<file path="src/rtl/can_rx_fetch.sv">
// Avalon-MM master that drains received frames from a PeliCAN register window
// and presents each complete frame on a valid/ready port.
module can_rx_fetch #(
   parameter int unsigned POLL_CYCLES    = 100000,
   parameter int unsigned TIMEOUT_CYCLES = 1023
) (
   input  logic        av_clk,
   input  logic        av_reset,
   input  logic        enable,
   input  logic        can_irq_n,
   output logic [7:0]  m_address,
   output logic        m_chipselect,
   output logic        m_read,
   output logic        m_write,
   output logic [31:0] m_writedata,
   output logic [3:0]  m_byteenable,
   input  logic [31:0] m_readdata,
   input  logic        m_waitrequest_n,
   output logic        frame_valid,
   input  logic        frame_ready,
   output logic        frame_ext,
   output logic        frame_rtr,
   output logic [3:0]  frame_dlc,
   output logic [28:0] frame_id,
   output logic [63:0] frame_data,
   output logic [15:0] frame_count,
   output logic        err_timeout
);

   typedef enum logic [2:0] {IDLE, RD_SR, RD_INFO, RD_BYTES, PRESENT, REL, RD_IR} state_t;

   localparam bit          POLL_EN   = (POLL_CYCLES != 0);
   localparam logic [31:0] POLL_LAST = 32'(POLL_CYCLES - 1);
   localparam logic [31:0] TO_LAST   = 32'(TIMEOUT_CYCLES - 1);

   state_t      state_reg, state_next;
   logic        gap_reg;
   logic [31:0] poll_reg;
   logic [31:0] to_reg;
   logic [3:0]  idx_reg;
   logic [3:0]  nbytes_reg;
   logic [3:0]  len_reg;
   logic        ext_reg;
   logic        rtr_reg;
   logic [3:0]  dlc_reg;
   logic        frame_ext_reg;
   logic        frame_rtr_reg;
   logic [3:0]  frame_dlc_reg;
   logic [28:0] frame_id_reg;
   logic [63:0] frame_data_reg;
   logic [15:0] count_reg;
   logic        err_reg;

   logic        in_access;
   logic        strobe;
   logic        done;
   logic        abort;
   logic        poll_hit;
   logic        byte_done;
   logic        last_byte;
   logic        load_frame;
   logic [7:0]  rdata;
   logic        info_ext;
   logic        info_rtr;
   logic [3:0]  info_dlc;
   logic [3:0]  info_len;
   logic [3:0]  info_nbytes;
   logic [28:0] asm_id;
   logic [63:0] asm_data;
   logic        unused_bits;

   logic [7:0]  buf_reg   [0:11];
   logic [7:0]  view      [0:11];
   logic [7:0]  data_byte [0:7];

   // One idle cycle (gap_reg) follows every completed or aborted access.
   assign in_access = (state_reg == RD_SR) || (state_reg == RD_INFO) || (state_reg == RD_BYTES) ||
                      (state_reg == REL)   || (state_reg == RD_IR);
   assign strobe    = in_access && !gap_reg;
   assign done      = strobe && m_waitrequest_n;
   assign abort     = strobe && !m_waitrequest_n && (to_reg == TO_LAST);
   assign poll_hit  = POLL_EN && (poll_reg == POLL_LAST);
   assign rdata     = m_readdata[7:0];
   assign unused_bits = ^m_readdata[31:8];

   assign info_ext    = rdata[7];
   assign info_rtr    = rdata[6];
   assign info_dlc    = rdata[3:0];
   assign info_len    = info_rtr ? 4'd0 : ((info_dlc > 4'd8) ? 4'd8 : info_dlc);
   assign info_nbytes = (info_ext ? 4'd4 : 4'd2) + info_len;

   assign byte_done  = done && (state_reg == RD_BYTES);
   assign last_byte  = (idx_reg == nbytes_reg - 4'd1);
   assign load_frame = byte_done && last_byte;

   // The view merges the byte arriving this cycle so the frame can be
   // registered in the same cycle the final byte completes.
   genvar gi;
   for (gi = 0; gi < 12; gi++) begin : g_buf
      assign view[gi] = (byte_done && idx_reg == 4'(gi)) ? rdata : buf_reg[gi];
      always_ff @(posedge av_clk or posedge av_reset) begin
         if (av_reset)
            buf_reg[gi] <= 8'h00;
         else if (byte_done && idx_reg == 4'(gi))
            buf_reg[gi] <= rdata;
      end
   end

   for (gi = 0; gi < 8; gi++) begin : g_data
      assign data_byte[gi] = (4'(gi) >= len_reg) ? 8'h00 : (ext_reg ? view[gi + 4] : view[gi + 2]);
      assign asm_data[8*gi +: 8] = data_byte[gi];
   end

   assign asm_id = ext_reg ? {view[0], view[1], view[2], view[3][7:3]}
                           : {18'h0, view[0], view[1][7:5]};

   always_ff @(posedge av_clk or posedge av_reset) begin
      if (av_reset)
         state_reg <= IDLE;
      else
         state_reg <= state_next;
   end

   always_comb begin
      state_next = state_reg;
      case (state_reg)
         IDLE:     if (enable && (!can_irq_n || poll_hit)) state_next = RD_SR;
         RD_SR:    if (done) state_next = rdata[0] ? RD_INFO : RD_IR;
         RD_INFO:  if (done) state_next = RD_BYTES;
         RD_BYTES: if (done && last_byte) state_next = PRESENT;
         PRESENT:  if (frame_ready) state_next = REL;
         REL:      if (done) state_next = RD_SR;
         RD_IR:    if (done) state_next = IDLE;
         default:  state_next = IDLE;
      endcase
      if (abort)
         state_next = IDLE;
   end

   always_comb begin
      m_address   = 8'h00;
      m_writedata = 32'h0;
      case (state_reg)
         RD_SR:    m_address = 8'd2;
         RD_INFO:  m_address = 8'd16;
         RD_BYTES: m_address = 8'd17 + {4'h0, idx_reg};
         REL: begin
            m_address   = 8'd1;
            m_writedata = 32'h0000_0004;
         end
         RD_IR:    m_address = 8'd3;
         default:  m_address = 8'h00;
      endcase
      m_read      = strobe && (state_reg != REL);
      m_write     = strobe && (state_reg == REL);
      frame_valid = (state_reg == PRESENT);
   end

   assign m_chipselect = strobe;
   assign m_byteenable = {3'b000, strobe};
   assign frame_ext    = frame_ext_reg;
   assign frame_rtr    = frame_rtr_reg;
   assign frame_dlc    = frame_dlc_reg;
   assign frame_id     = frame_id_reg;
   assign frame_data   = frame_data_reg;
   assign frame_count  = count_reg;
   assign err_timeout  = err_reg;

   always_ff @(posedge av_clk or posedge av_reset) begin
      if (av_reset) begin
         gap_reg        <= 1'b0;
         poll_reg       <= 32'h0;
         to_reg         <= 32'h0;
         idx_reg        <= 4'h0;
         nbytes_reg     <= 4'h0;
         len_reg        <= 4'h0;
         ext_reg        <= 1'b0;
         rtr_reg        <= 1'b0;
         dlc_reg        <= 4'h0;
         frame_ext_reg  <= 1'b0;
         frame_rtr_reg  <= 1'b0;
         frame_dlc_reg  <= 4'h0;
         frame_id_reg   <= 29'h0;
         frame_data_reg <= 64'h0;
         count_reg      <= 16'h0;
         err_reg        <= 1'b0;
      end else begin
         gap_reg <= done || abort;

         if (state_reg == IDLE && state_next == IDLE && enable && POLL_EN)
            poll_reg <= poll_reg + 32'd1;
         else
            poll_reg <= 32'h0;

         if (strobe && !m_waitrequest_n && !abort)
            to_reg <= to_reg + 32'd1;
         else
            to_reg <= 32'h0;

         if (abort)
            err_reg <= 1'b1;

         if (done && state_reg == RD_INFO) begin
            ext_reg    <= info_ext;
            rtr_reg    <= info_rtr;
            dlc_reg    <= info_dlc;
            len_reg    <= info_len;
            nbytes_reg <= info_nbytes;
            idx_reg    <= 4'h0;
         end else if (byte_done) begin
            idx_reg <= idx_reg + 4'd1;
         end

         if (load_frame) begin
            frame_ext_reg  <= ext_reg;
            frame_rtr_reg  <= rtr_reg;
            frame_dlc_reg  <= dlc_reg;
            frame_id_reg   <= asm_id;
            frame_data_reg <= asm_data;
         end

         if (state_reg == PRESENT && frame_ready)
            count_reg <= count_reg + 16'd1;
      end
   end

endmodule

</file>
<file path="config.mk">
export PLATFORM = sky130hd
export DESIGN_NAME = can_rx_fetch
export DESIGN_NICKNAME = d
export VERILOG_FILES = /design/src/rtl/can_rx_fetch.sv
export SDC_FILE = /design/constraint.sdc
export NUM_CORES = 1
export LEC_CHECK = 0
export ABC_AREA = 1
export CORE_MARGIN = 4
export CORE_UTILIZATION = 40
export CTS_BUF_LIST = sky130_fd_sc_hd__clkbuf_4 sky130_fd_sc_hd__clkbuf_8 sky130_fd_sc_hd__clkbuf_16
export DETAILED_ROUTE_END_ITERATION = 10
export SETUP_SLACK_MARGIN = 0.3
export SYNTH_ARGS = -nofsm -noshare
export SYNTH_HDL_FRONTEND = slang
export SYNTH_SLANG_ARGS = --single-unit
</file>
<file path="constraint.sdc">
create_clock -name av_clk -period 9.2 [get_ports av_clk]
set_clock_uncertainty 0.05 [all_clocks]
set_input_delay 0.92 -clock av_clk [delete_from_list [all_inputs] [get_ports av_clk]]
set_output_delay 0.92 -clock av_clk [all_outputs]
set_load 0.01 [all_outputs]
</file>
-- Word level (Yosys, flattened, before mapping)
Index checks and enable logic that the tools add are counted.
- bits in registers: 298
- input bits: 38
- output and inout bits: 164
- word-level logic and storage cells: 155
- add/sub/neg operators: 7
- $lt $le $gt $ge: 9
- equal/unequal tests: 21
- muxes and demuxes: 48
- reduce and logical (&&, ||, !) cells: 41
- operators with widths (cell ; number):
    8-bit 2-to-1 mux ; 28
    32-bit by 1-bit adder with 32-bit output, second input constant ; 2
    32-bit 2-to-1 mux ; 2
    3-bit 2-to-1 mux ; 11
    32-bit by 10-bit == test with 1-bit output, second input constant ; 1
    32-bit by 17-bit == test with 1-bit output, second input constant ; 1
    6-bit case mux with 5 select lines ; 1
    29-bit 2-to-1 mux ; 1
    1-bit logical AND ; 27
    3-bit case mux with 7 select lines ; 1
    16-bit by 1-bit adder with 16-bit output, second input constant ; 1
    4-bit by 3-bit == test with 1-bit output, second input constant ; 4
    4-bit == test, second input constant ; 4
    3-bit by 4-bit greater-or-equal comparator with 1-bit output, first input constant ; 4
    4-bit 2-to-1 mux ; 4
    3-bit == test, second input constant ; 3
    4-bit by 2-bit == test with 1-bit output, second input constant ; 2
    1-bit by 4-bit greater-or-equal comparator with 1-bit output, first input constant ; 2
    2-bit by 4-bit greater-or-equal comparator with 1-bit output, first input constant ; 2
    5-bit by 4-bit adder with 6-bit output, first input constant ; 1
    3-bit by 2-bit == test with 1-bit output, second input constant ; 2
    3-bit zero test ; 2
    1-bit logical OR ; 6
    3-bit by 4-bit adder with 4-bit output ; 1
    10 further kinds ; 13

-- Longest topological paths before layout
- depth after elaboration: 15
- mapped depth: 14
- mapped depth without buffers: 12

-- Worst setup path after synthesis
Ideal clock, no wire load.
- path type: input port to flip-flop
- start: input m_readdata[6]
- end: register nbytes_reg[3]
- library setup time: 0.130 ns
- data arrival time: 2.376 ns
- required time: 9.020 ns
- path slack: 6.643 ns
- stages on the path: 10
- path buffers: 2
- cells stage by stage: clkbuf_1 > inv_1 > clkbuf_1 > nand2_1 > nor2_1 > ha_1 > fa_1 > xnor2_1 > nand2_1 > o21ai_0
- cells in the longest elaborated chain, start to end: 2
- RTL lines (item ; RTL line ; RTL):
    from (decl) ; 17 ; input logic [31:0] m_readdata,
    4-bit 2-to-1 mux ; 89 ; assign info_len = info_rtr ? 4'd0 : ((info_dlc > 4'd8) ? 4'd8 : info_dlc);
    named net info_len[1] ; 66 ; logic [3:0] info_len;
    3-bit by 4-bit adder with 4-bit output ; 90 ; assign info_nbytes = (info_ext ? 4'd4 : 4'd2) + info_len;
    to (signal assigned) ; 208 ; nbytes_reg <= info_nbytes;
    to (decl) ; 41 ; logic [3:0] nbytes_reg;
The timed path passes the listed nets, and every way through them passes these cells.
A chain may end at the register's enable or synchronous reset.

-- Final worst setup path
- start: register nbytes_reg[0]
- end: register frame_data_reg[47] (netlist: frame_data[47])
- cells in the longest elaborated chain, start to end: 3
- RTL lines (item ; RTL line ; RTL):
    4-bit by 1-bit subtractor with 4-bit output ; 93 ; assign last_byte = (idx_reg == nbytes_reg - 4'd1);
    4-bit == test ; 93 ;
    1-bit logical AND ; 94 ; assign load_frame = byte_done && last_byte;
    to (signal assigned) ; 219 ; frame_data_reg <= asm_data;
    to (decl) ; 50 ; logic [63:0] frame_data_reg;
No other way between the ends.

==> results.md <==
* Nets at 1,949
* Worst Path Max Fanout at 68
* CTS clk-pin slew, worst paths at 60 ps
* Routed WL at 40,800 um
* Total track usage at 20.5%
* Worst hold stages at 2
* Yosys cell types at 42
* DRT iter0 DRCs at 1,000
* Die Width at 198 um
* DR pass1 iterations at 5
* Final hold violation count at 0
* Ports at 202
* Crit path time final at 3430 ps
* Largest register FFs at 96
* Clk pwr share at 33.7%
* Synthesized area at 14,500 sq um
* FFs w/ async S/R, synth at 100%
* CTS Buffer Depth at 3
* Met2 WL at 18,200 um
* Syn_area_per_cell at 8.14 sq um
* Maximum VDD drop at 0.146 mV
* Synth Area in Compound Gates at 7.18%
* Final worst slack at 5770 ps
* Layout area overhead at 18.7%
* Post-Synth Simple-Gate Area at 29.0%
* RR Endpoint: frame_data[47]
* Initial antenna violation count at 0
* Vias in the first global route at 11,800
* IO Port Bufs at 141
* Synth top area share at 51.2%
* Number of diodes at 0
* Slew Viols, Final at 0
* Startpoint types: register
* TritonCTS clock tree: done
* Fillers at 3,477
* DRC errors left at 0
* DIE AREA at 39,400 sq um
* Worst hold path type: register to register
* CTS buffer count at 34
* First-pass GRT wire length at 65,000 um
* RSZ-0062 raised after global routing: no
* Max Cap Viol at 0
* DRT met1 WL at 19,100 um
* Tcrit/Tclk final at 37.3%
* Adder-Cell Fraction of Synth Area at 1.00%
* Top cell type by total area after synthesis: dfrtp_1
* CP required at 9610 ps
* Hold WS at 416 ps
* Core Util, Final at 48.3%
* GRT Residual Overflow at 0
* Cell mode on critical path: nand2_1
* Core area at 35,700 sq um
* Crit Path Category: register to register
* Via/cell ratio at 5.08
* Final setup viols at 0
* Number of synthesized register bits at 297
* Buf/Inv on CP at 3
* Combinational share of power at 26.5%
* Worst-Skew Late Latency at 530 ps
* Slowest stage delay, CP at 590 ps
* CP cell instances: inv_1 > ha_1 > inv_1 > nand2_1 > nand2_1 > nor2_1 > nand3_1 > nor2_1 > nand2_4 > buf_4 > nor3_2 > nand3_1 > nand2_1
* Worst path slowest cell: nor3_2
* Internal power at 0.00265 W
* Total power at 0.00401 W
* Slew Limit Headroom at 27.5%
* Top FF cell, synth: dfrtp_1
* Outcome: finished, final reports clean
* Buffer count from post-CTS setup fixing at 0
* Sequential fraction of the synthesis area at 51.2%
* Largest family of logic cells by synthesized area: simple AND/OR/NAND/NOR gates
* Pwr per Cell Area at 233 nW/um^2
* Largest net degree at the start of global routing at 145
* RePlAce Congestion at 0.873
* Worst Path Arrival at 3840 ps
* Hpwl dp at 28,400 um
* Fmax at 292 MHz
* Layout cells sized above 1 at 4.89%
* Sequential power share at 39.8%
* Largest cells by area after synthesis: dfrtp_1, nand2_1, nand3_1
* Synth Warn # at 0
* R2R depth at 13
* Post-synthesis xor/xnor area fraction at 3.80%
* Tightest Pin Transition at 1090 ps
* Switching part of the total power at 34.0%
* Post-Route Setup TNS at 0 ps
* Sw power at 0.00136 W
* Post-route ant nets at 0
* Mapped Cells at 1,783
* Endpoint, Worst Hold: buf_reg[13]
* CTS HTree Levels at 2
* Via count at 12,100
* LEAKAGE at 8.10 nW
* PostCTS Resize Cnt at 0
* Hold-fix buffers, CTS at 0
* R2R Setup Slk at 5770 ps
* Clock root buffer: clkbuf_16
* CTS Sinks at 297
* Initial core utilization at 40.7%
* Cell Rows at 69
* R2r startpoint: nbytes_reg[0]
* Hold_sp: buf_reg[13]
* Critical path endpoint category: register
* Mux cell area share after synthesis at 0%
* EDFF count, synth at 0
* Die height at 198 um
* Routed length per instance at 17.1 um
* Met3 Wirelength at 2660 um
* Post-Place Setup Slack at 5290 ps
* Top sig layer: met4
* Delay-heaviest family, CP: simple AND/OR/NAND/NOR gates
==> how the worst max path moves through the flow <==
| stage | start | to | slack [ps] | cells after the start |
|---|---|---|---|---|
| floorplan | av_reset | buf_reg[0] | 4280 | 1 |
| global placement | m_waitrequest_n | frame_data[47] | 5320 | 10 |
| detailed placement | m_waitrequest_n | frame_data[47] | 5290 | 10 |
| CTS | nbytes_reg[0] | frame_data[47] | 5740 | 13 |
| global route | nbytes_reg[0] | frame_data[45] | 5460 | 13 |
| finish | nbytes_reg[0] | frame_data[47] | 5770 | 13 |
==> power groups by stage <==
stage               logic, W  registers [W]  clock network [W]
floorplan           0.000684        0.00161                  0
global placement     0.00105        0.00161                  0
detailed placement   0.00106        0.00162                  0
CTS                  0.00106        0.00160            0.00138
global route         0.00118        0.00162            0.00144
finish               0.00106        0.00160            0.00135
==> tightest hold or removal path, stage by stage (launching register included) <==
cell	delay, ps
dfrtp_1	320
nand2_1	50
nand2_1	60
==> stage by stage <==
step	std cells	cell area, sq um
3_3_place_gp	2325	16100
4_1_cts	2383	17200
3_5_place_dp	2325	16100
6_report	2383	17200
5_1_grt	2383	17200
2_1_floorplan	1818	14700
==> synthesized netlist by cell type, types with 3 or more instances <==
library cell and instances:
o21ai_2 3, nand3_1 165, dfrtp_1 297, a22o_1 10, nor4_1 5, inv_1 135, buf_4 44, nor2_4 5
nand2_1 536, nor2_1 191, o21ai_1 40, xor2_1 46, a21oi_1 6, nor3_1 44, xnor2_1 17, o211ai_1 31
clkbuf_1 31, a21oi_4 3, nand2_2 4, ha_1 10, buf_6 3, buf_2 27, o22ai_1 3, o21ai_0 72
nand4_1 33
==> layout make-up <==
| class | count | area, sq um | area share (%) |
|---|---|---|---|
| inverter | 138 | 522 | 3.03 |
| sequential | 297 | 7430 | 43.2 |
| clock inverter | 11 | 126 | 0.734 |
| tap | 461 | 577 | 3.35 |
| multi-input combinational | 1278 | 6090 | 35.3 |
| timing repair buffer | 151 | 1500 | 8.70 |
| clock buffer | 47 | 980 | 5.69 |
==> logic make-up after synthesis <==
| group | Yosys count |
|---|---|
| AO/OA/AOI/OAI | 173 |
| XOR/XNOR | 63 |
| other | 1 |
| adder cells (fa/ha/maj) | 11 |
| AND/OR/NAND/NOR | 995 |
| buffers and inverters | 243 |
| flip-flops | 297 |
==> layout by cell type (no fill, tap or decap), types with 2 or more instances in the layout <==
master           Yosys  layout
nor3_1              44      44
nor4_1               5       5
a21oi_4              3       3
nand4_1             33      33
inv_6                0       2
ha_1                10      10
nor3b_1              2       2
dfrtp_1            297     296
xnor2_1             17      17
clkbuf_4             0       8
nand2_1            536     536
buf_4               44       9
clkinv_1             2       2
nor2_1             191     191
nand2_2              4       3
xor2_1              46      46
clkinv_2             0       5
bufinv_16            0       2
o22ai_1              3       3
o21ai_0             72      71
o21ai_2              3       3
o211ai_1            31      31
a22o_1              10      10
clkbuf_16            0      34
nand3_2              2       2
conb_1               1      36
nor2_2               2       2
inv_1              135     134
clkbuf_8             0       5
nand3_1            165     165
clkdlybuf4s50_1      0     141
a21oi_1              6       6
o21ai_1             40      41
a211oi_1             2       2
nor2_4               5       5
clkinvlp_4           0       2
==> per-layer routing <==
metal,global-route usage (%),up-vias
met5,0,-
met4,4.94,0
met3,3.83,62
met2,31.5,359
met1,30.4,5776
li1,-,5919
No activity file was read; power rests on OpenSTA's default activity.
